**src/rtl/apu_decimation_filter.sv**
```systemverilog
// Polyphase 64-tap FIR lowpass with 16:1 decimation for the APU capture path.
// Four rotating accumulators each build one overlapping output frame, so no delay line is kept.
module apu_decimation_filter #(
   parameter int W_SAMPLE = 16,
   parameter int W_COEFF  = 9,
   parameter int DECIM    = 16,
   parameter int NACC     = 4,
   parameter int SHIFT    = 12,
   // 22 kHz windowed-sinc table, symmetric, so its listing order is irrelevant
   parameter logic [DECIM*NACC*W_COEFF-1:0] COEFF = {
      9'h000, 9'h1FF, 9'h1FE, 9'h1FD, 9'h1FC, 9'h1FB, 9'h1FA, 9'h1F9,
      9'h1F8, 9'h1F8, 9'h1F8, 9'h1F9, 9'h1FB, 9'h1FE, 9'd2,   9'd8,
      9'd16,  9'd26,  9'd38,  9'd52,  9'd67,  9'd84,  9'd102, 9'd120,
      9'd139, 9'd157, 9'd175, 9'd191, 9'd205, 9'd217, 9'd226, 9'd232,
      9'd232, 9'd226, 9'd217, 9'd205, 9'd191, 9'd175, 9'd157, 9'd139,
      9'd120, 9'd102, 9'd84,  9'd67,  9'd52,  9'd38,  9'd26,  9'd16,
      9'd8,   9'd2,   9'h1FE, 9'h1FB, 9'h1F9, 9'h1F8, 9'h1F8, 9'h1F8,
      9'h1F9, 9'h1FA, 9'h1FB, 9'h1FC, 9'h1FD, 9'h1FE, 9'h1FF, 9'h000
   }
) (
   input  logic                       clk,
   input  logic                       rst_n,
   input  logic                       clr,
   input  logic                       en,
   input  logic signed [W_SAMPLE-1:0] d,
   output logic signed [W_SAMPLE-1:0] q,
   output logic                       q_valid
);

   localparam int TAPS  = DECIM * NACC;
   localparam int W_ACC = W_SAMPLE + W_COEFF + $clog2(TAPS);
   localparam int W_PH  = $clog2(DECIM);
   localparam int W_PTR = $clog2(NACC);

   localparam logic signed [W_ACC-1:0] Q_MAX = W_ACC'(2**(W_SAMPLE-1) - 1);
   localparam logic signed [W_ACC-1:0] Q_MIN = ~Q_MAX;

   logic        [W_PH-1:0]     phase;
   logic        [W_PTR-1:0]    ptr;      // physical slot holding the newest frame
   logic        [W_PTR-1:0]    warm;
   logic signed [W_ACC-1:0]    acc     [NACC];
   logic signed [W_ACC-1:0]    acc_nxt [NACC];
   logic signed [W_ACC-1:0]    prod    [NACC];
   logic signed [W_COEFF-1:0]  coef    [NACC];
   logic        [W_PTR-1:0]    age;
   logic        [W_PTR-1:0]    oldest;
   logic signed [W_ACC-1:0]    final_sum;
   logic signed [W_ACC-1:0]    shifted;
   logic signed [W_SAMPLE-1:0] q_sat;
   logic                       frame_end;

   assign frame_end = en && (phase == W_PH'(DECIM - 1));
   assign oldest    = W_PTR'(ptr + 1'b1);

   // NOTE: every variable gets a default before any branch so no latch is inferred.
   always_comb begin
      age = '0;
      for (int a = 0; a < NACC; a++) begin
         coef[a] = $signed(COEFF[(a*DECIM + DECIM - 1 - int'(phase))*W_COEFF +: W_COEFF]);
         prod[a] = W_ACC'(d) * W_ACC'(coef[a]);
      end
      for (int s = 0; s < NACC; s++) begin
         age = W_PTR'(ptr - W_PTR'(s));
         if (frame_end && (age == W_PTR'(NACC - 1)))
            acc_nxt[s] = '0;
         else
            acc_nxt[s] = acc[s] + prod[age];
      end
      // The completed frame includes this strobe's product even though its slot is cleared
      final_sum = acc[oldest] + prod[NACC-1];
      shifted   = final_sum >>> SHIFT;
      if (shifted > Q_MAX)
         q_sat = W_SAMPLE'(Q_MAX);
      else if (shifted < Q_MIN)
         q_sat = W_SAMPLE'(Q_MIN);
      else
         q_sat = W_SAMPLE'(shifted);
   end

   // NOTE: state registers use non-blocking assignments so all flops update together.
   always_ff @(posedge clk or negedge rst_n) begin
      if (!rst_n) begin
         phase   <= '0;
         ptr     <= '0;
         warm    <= W_PTR'(NACC - 1);
         q       <= '0;
         q_valid <= 1'b0;
         // NOTE: the accumulator array is reset explicitly; stale sums would leak into later frames.
         for (int s = 0; s < NACC; s++) acc[s] <= '0;
      end else begin
         q_valid <= 1'b0;
         if (clr) begin
            phase <= '0;
            ptr   <= '0;
            warm  <= W_PTR'(NACC - 1);
            for (int s = 0; s < NACC; s++) acc[s] <= '0;
         end else if (en) begin
            phase <= phase + 1'b1;
            for (int s = 0; s < NACC; s++) acc[s] <= acc_nxt[s];
            if (frame_end) begin
               ptr     <= oldest;
               q_valid <= 1'b1;
               if (warm != '0) begin
                  q    <= '0;
                  warm <= warm - 1'b1;
               end else begin
                  q <= q_sat;
               end
            end
         end
      end
   end

endmodule

```
**config.mk**
```make
export PLATFORM = sky130hd
export DESIGN_NAME = apu_decimation_filter
export DESIGN_NICKNAME = d
export VERILOG_FILES = /design/src/rtl/apu_decimation_filter.sv
export SDC_FILE = /design/constraint.sdc
export NUM_CORES = 2
export LEC_CHECK = 0
export ABC_AREA = 1
export CORE_MARGIN = 5
export CORE_UTILIZATION = 55
export DETAILED_ROUTE_END_ITERATION = 10
export GPL_ROUTABILITY_DRIVEN = 1
export PLACE_DENSITY = 0.79
export SKIP_CTS_REPAIR_TIMING = 1
export SLEW_MARGIN = 10
export SYNTH_ARGS = -nofsm -noshare
export SYNTH_HDL_FRONTEND = slang
export SYNTH_SLANG_ARGS = --single-unit
export TNS_END_PERCENT = 50
```
**constraint.sdc**
```tcl
create_clock -name clk -period 31.7 [get_ports clk]
set_clock_uncertainty 0.15 [all_clocks]
set_input_delay 3.17 -clock clk [delete_from_list [all_inputs] [get_ports clk]]
set_output_delay 3.17 -clock clk [all_outputs]
set_load 0.02 [all_outputs]
```
* Yosys cells after proc, flatten, opt, wreduce, memory -nomap -nowiden *
Index checks and enable logic that the tools add are counted.

word-level totals
  flip-flop bits (word level) = 149
  output and inout port bits = 17
  input port bits = 20
  logic and storage cells = 102

operators by class
  eq/ne operators = 5
  $add $sub $neg = 15
  magnitude comparators = 7
  reduce and logical (&&, ||, !) cells = 12
  shift-type cells = 4
  multiply operators = 8
  bitwise operators = 6
  muxes and demuxes = 36

operator list
  kind                         number
  $shiftx A576 B12 Y9 const A  2
  $shiftx A576 B10 Y9 const A  1
  $shiftx A576 B11 Y9 const A  1
  $mux W31                     14
  $bmux W31 S2                 5
  $mux W124                    2
  $add A31 B31 Y31             4
  $mul A16 B9 Y25              4
  $mux W16                     3
  $add A31 B25 Y31             1
  $mul A7 B5 Y12 const B       2
  $gt A19 B16 Y1 const B       1
  $lt A19 B16 Y1 const B       1
  $ge A3 B3 Y1 const B         5
  $not A2 Y3                   5
  $mux W2                      7
  $sub A6 B4 Y7 const A        2
  $mul A6 B5 Y11 const B       1
  $mul A5 B5 Y10 const B       1
  $eq A2 B2 Y1 const B         4
  $mux W4                      2
  $reduce_bool A2 Y1           4
  $reduce_and A3 Y1            2
  $sub A5 B4 Y6 const A        1
  10 further kinds             18

* Logic depth before layout (Yosys ltp) *
  depth in word-level cells = 11
  depth in mapped cells = 64
  gate-level depth less buffers = 62

* Least setup slack after synthesis *
No wires, ideal clock.

  path type = input port to flip-flop
  start point = input d[0]
  end point = register acc[122] in the netlist's numbering
  setup slack = 21212 ps
  path buffers = 3
  required time = 31427 ps
  cell stages on the path = 48
  setup time = 123 ps
  arrival = 10215 ps
  cell sequence = clkbuf_1 > inv_1 > clkbuf_1 > clkbuf_1 > nand2_1 > fa_1 > fa_1 > inv_1 > fa_1 > fa_1 > inv_1 > fa_1 > inv_1 > ha_1 > nand3b_1 > nand2_1 > a21oi_1 > o21ai_0 > [12 not listed] > nand3_1 > nand3_1 > nand2_1 > ha_1 > nand4_1 > nor3_1 > nand3_1 > nand3_1 > nand3_1 > and2_1 > o21ai_0 > nand2_1 > nand2_1 > nand2_1 > nand2_1 > a21oi_1 > o21ai_0 > nand2_1

on the way
  word-level cells in the longest chain between the ends = 8
  elaborated cells between the ends (all ways) = 11
  classes of those cells = 1 x add/sub; 4 x mul; 6 x mux

ends and longest elaborated chain
  item                                              RTL line  RTL
  from (decl)                                       25        input logic signed [W_SAMPLE-1:0] d,
  $mul A16 B9 Y25                                   60        prod[a] = W_ACC'(d) * W_ACC'(coef[a]);
  $bmux W31 S2 (*)                                  67        acc_nxt[s] = acc[s] + prod[age];
  $mux W31 (implied by the code) (*) (2 in series)  67
  $add A31 B31 Y31 (*)                              67
  $mux W31 (*)                                      64        if (frame_end && (age == W_PTR'(NACC - 1)))
  $mux W124 (*)                                     97        end else if (en) begin
  $mux W124 (*)                                     92        if (clr) begin
  to (decl)                                         41        logic signed [W_ACC-1:0] acc [NACC];

Mark *: on every way between the ends. The rest lies on a longest branch, timed or not. The select of a mux whose other input is x is not followed.
A chain may end at the register's enable or synchronous reset.

* Final worst setup path *
  start point = register phase[0]
  end point = register acc[122] in the netlist's numbering

on the way
  word-level cells in the longest chain between the ends = 11
  elaborated cells between the ends (all ways) = 26
  classes of those cells = 5 x add/sub; 8 x mul; 1 x eq/ne; 4 x shift; 6 x mux; 2 x reduce/logical

ends and longest elaborated chain
  item                                          RTL line  RTL
  from (decl)                                   38        logic [W_PH-1:0] phase;
  from (signal assigned)                        98        phase <= phase + 1'b1;
  $sub A6 B4 Y7 (tied with other cells)         59        coef[a] = $signed(COEFF[(a*DECIM + DECIM - 1 - int'(phase))*W_COEFF +: W_COEFF]);
  $mul A7 B5 Y12 (tied with other cells)        59
  $shiftx A576 B12 Y9 (tied with other cells)   59
  $mul A16 B9 Y25                               60
  $bmux W31 S2                                  67
  $mux W31 (implied by the code) (2 in series)  67
  $add A31 B31 Y31                              67
  $mux W31 (*)                                  64
  $mux W124 (*)                                 97
  $mux W124 (*)                                 92

Marks and branches as above.

==> results.txt <==
The run finished, with violations left. The checks that failed: design-rule violations. Portion of the post-synthesis area used by sequential elements: 8.44%.

The worst hold path passes through 2 cells. Setup repair after global routing left no endpoint under its margin. For this run, asynchronously set or reset flops after synthesis account for 100%. For the pin with the worst max-slew slack, the measured transition is 1300 ps. The die is 293 um tall. The max-cap violation count is 0, and the via-per-instance ratio is 6.45. In the final layout, the share of cells above drive strength 1 is 2.82%.

Die outline area: 0.0861 mm^2. Data arrives at the worst endpoint at 13,840 ps. For this run, design rule violations remaining after detail routing come to 2.

Dividing the detail-routed wire length by the instance count gives 27.5 um. Of the total synthesized cell area, the portion taken by XOR and XNOR cells is 2.40%. On the worst path, the slowest cell contributes a delay of 1030 ps. Synthesis inferred 149 register bits.

Setup slack closes at 18,070 ps. The maximum fanout encountered on the critical timing path was 64; the maximum number of buffers from clock root to sink was 2. The total iterations of the first detailed-routing run was 10; the final number of max-transition violations was 0. The area growth from synthesis to layout was 4.02%; the number of antenna violations at the first check in global routing was 12.

The routed layout has 49,441 vias. The final global-route overflow total was 0. Clock-pin slew was measured on the worst setup and hold paths at 80 ps. STA puts the critical path data required time at 31,910 ps. The min-delay analysis places its worst path in the category register to register. In the final design database the tool counted 7,484 nets. The slowest stage cell on the critical path was sky130_fd_sc_hd__o311ai_0. At the later pin of the worst-skew pair, clock insertion delay measures 480 ps.

The initialized floorplan defines 104 standard-cell rows. The tools report the post-placement cell area as 0.0453 mm^2. The sum of routed wire length over all layers is 211,000 um, and the wire length of the first global-routing pass is 309,000 um.

The tools report the clock buffer count from CTS as 17. The path with the worst hold slack has its endpoint at q[8]$_DFFE_PN0P_. In the synthesized netlist, mux cells make up 0.204% of the area. Entering global routing, the biggest net connects 112 pins. Setup total negative slack: 0 ps. The number of synthesized flops with an enable pin was 0; the area fraction in and, or, nand and nor cells after synthesis was 24.2%. The launch point of the worst hold path is q[8]$_DFFE_PN0P_. The count of nets left with antenna violations once routing finished came out at 0. Of the available clock period, the critical path in the final layout requires 43.0%. Timing-limited maximum frequency: 0.0734 GHz. The clock period could shrink to 13,630 ps. The gate count after technology mapping was 6,766. Input and output buffers added on the ports amount to 36.

Combinational family with the most area after synthesis: adder cells. Among the stages of the critical path, the cell type that occurs most often is sky130_fd_sc_hd__nand2_1. The floorplan step defined a core boundary enclosing 0.0802 mm^2. The worst register-to-register path has a depth of 44. Of the total synthesized cell area, the portion taken by full adders, half adders and majority gates is 33.0%.

The logs give 47.8% for the total global-route track usage and 37 for the count of boundary I/O pins. Routability-driven placement finished with a final weighted congestion of 1.18. The Yosys warning count is 0, and the number of setup violations in the final report is 0. The number of levels the H-tree was split into was 4.

The clock root buffer was sky130_fd_sc_hd__clkbuf_16. The floorplan step set the die width to 293 um. For the synthesized area, the log shows 0.0442 mm^2. The relative slew slack is 12.8%, and the starting density of the core is 55.1%. Yosys mapped the design onto 63 distinct sky130hd cell types. The startpoint type of the worst setup path is a register. The tools report the cell area after layout as 0.0460 mm^2. The worst register-to-register path begins at phase[0]$_DFFE_PN0P_.

In this run, the number of DRC markers left after iteration 0 of detailed routing was 7,162. The count of endpoints failing hold in the final timing report was 0. STA classifies the critical path endpoint as a register. A synthesized cell averages 6.53 um^2. Setup slack on the worst reg-to-reg path comes out at 18,070 ps. For this run, the leading register cell type out of synthesis is sky130_fd_sc_hd__dfrtp_1.

The setup path with the least slack is of type register to register. The worst register-to-register path ends at acc[122]$_DFFE_PN0P_. The run gives 47,620 as the number of global-route vias before repair. For the sum of net half-perimeters after detailed placement, the log shows 166,000 um.

Summing the areas of all compound-gate instances in the mapped netlist gives 20.4% of the synthesized area. The number of nets in the synthesized netlist is 7,659. The post-placement worst setup slack is 18,960 ps. TritonCTS built the clock tree. Clock tree synthesis found a total of 149 sinks.
[layout make-up]
class	instances	area (um^2)
fillers	7789	34200
clock buffers	18	429
clock inverters	13	183
repair buffers	117	970
flip-flops and latches	149	3730
inverters	1003	3770
multi-input cells	5303	35500
diodes	3	7.51
well taps	1060	1330
[cells in the mapped netlist, drive strengths merged (3+ instances only)]
master | n | area [um^2]
a211oi | 16 | 120
a21boi | 8 | 60.1
a21o | 13 | 97.6
a21oi | 506 | 2530
a221oi | 6 | 52.6
a22o | 5 | 43.8
a311oi | 4 | 35.0
a31o | 4 | 35.0
a31oi | 42 | 269
a32o | 3 | 30.0
a32oi | 5 | 43.8
buf | 75 | 348
clkbuf | 236 | 886
clkinv | 17 | 63.8
dfrtp | 147 | 3680
fa | 487 | 9750
ha | 386 | 4830
inv | 986 | 3700
mux2i | 9 | 90.1
nand2 | 1728 | 6530
nand3 | 223 | 1140
nand3b | 9 | 67.6
nand4 | 30 | 188
nor2 | 630 | 2380
nor3 | 43 | 220
nor3b | 3 | 22.5
nor4 | 4 | 25.0
o2111ai | 9 | 78.8
o211ai | 83 | 623
o21a | 21 | 158
o21ai | 725 | 3630
o21bai | 10 | 75.1
o221ai | 34 | 298
o22ai | 59 | 369
o311ai | 25 | 219
o31ai | 22 | 165
or2 | 16 | 100
xnor2 | 52 | 455
xor2 | 69 | 604
[stage by stage]
step                      util, %  std cells  hold WS, ps
after detailed placement     56.6       7632          314
after floorplan                 -       6766          319
after global placement       56.6       7632          315
after global routing         57.3       7663          358
after CTS                    57.3       7663          332
final                        57.3       7666          332
[layer usage]
layer  part of all wire (%)  track usage (%)  wire length [um]  vias to the layer above
li1                       -                -                 -                    21538
met4                    8.0             27.9             16800                       16
met1                     36             59.3             75800                    23349
met5                  0.050                0               106                        -
met2                     41             69.7             85900                     3674
met3                     15             20.1             32300                      864
[critical path: cells and delay by family, from the launching register on]
family,cells,cell delay (ps)
AOI/OAI and AO/OA,11,3270
adders and majority gates,8,3940
xor gates and xnor gates,1,770
and+or+nand+nor,18,3280
muxes,1,240
DFF,1,600
buffers and inverters,5,1170
[sequential cells by signal (all words and copies together), names as in the netlist]
| name | flops |
|---|---|
| acc | 124 |
| phase | 4 |
| ptr | 2 |
| q | 16 |
| q_valid | 1 |
| warm | 2 |
[cell families after synthesis]
| group | after synthesis |
|---|---|
| AOI/OAI and AO/OA | 1610 |
| xor gates and xnor gates | 121 |
| adders and majority gates | 873 |
| buffers and inverters | 1314 |
| DFF | 149 |
| muxes | 9 |
| and+or+nand+nor | 2690 |
[layout by cell type, fill, tap and decap left out, types with 14 or more instances in the layout]
master / n
sky130_fd_sc_hd__o211ai_1: 83
sky130_fd_sc_hd__nand4_1: 30
sky130_fd_sc_hd__clkbuf_16: 17
sky130_fd_sc_hd__fa_1: 486
sky130_fd_sc_hd__o21a_1: 21
sky130_fd_sc_hd__buf_4: 81
sky130_fd_sc_hd__a31oi_1: 40
sky130_fd_sc_hd__a21oi_1: 506
sky130_fd_sc_hd__clkdlybuf4s50_1: 35
sky130_fd_sc_hd__a211oi_1: 16
sky130_fd_sc_hd__o31ai_1: 22
sky130_fd_sc_hd__nand3_1: 218
sky130_fd_sc_hd__o221ai_1: 34
sky130_fd_sc_hd__or2_2: 14
sky130_fd_sc_hd__o21ai_0: 722
sky130_fd_sc_hd__ha_1: 381
sky130_fd_sc_hd__nor3_1: 42
sky130_fd_sc_hd__o311ai_0: 24
sky130_fd_sc_hd__xnor2_1: 51
sky130_fd_sc_hd__dfrtp_1: 146
sky130_fd_sc_hd__nand2_1: 1714
sky130_fd_sc_hd__inv_1: 976
sky130_fd_sc_hd__xor2_1: 69
sky130_fd_sc_hd__o22ai_1: 59
sky130_fd_sc_hd__nor2_1: 624
[worst max-delay path by stage]
stage / startpoint / endpoint / slack [ps]
2_1_floorplan: d[0] / acc[122]$_DFFE_PN0P_ / 21210
3_3_place_gp: phase[1]$_DFFE_PN0P_ / acc[122]$_DFFE_PN0P_ / 19060
3_5_place_dp: phase[1]$_DFFE_PN0P_ / acc[122]$_DFFE_PN0P_ / 18960
4_1_cts: phase[1]$_DFFE_PN0P_ / acc[122]$_DFFE_PN0P_ / 18890
5_1_grt: phase[1]$_DFFE_PN0P_ / acc[122]$_DFFE_PN0P_ / 17790
6_report: phase[0]$_DFFE_PN0P_ / acc[122]$_DFFE_PN0P_ / 18070
Power is left out: the tool's default activity adds up to more than one toggle a clock period on the data nets, which glitch-free logic cannot reach.
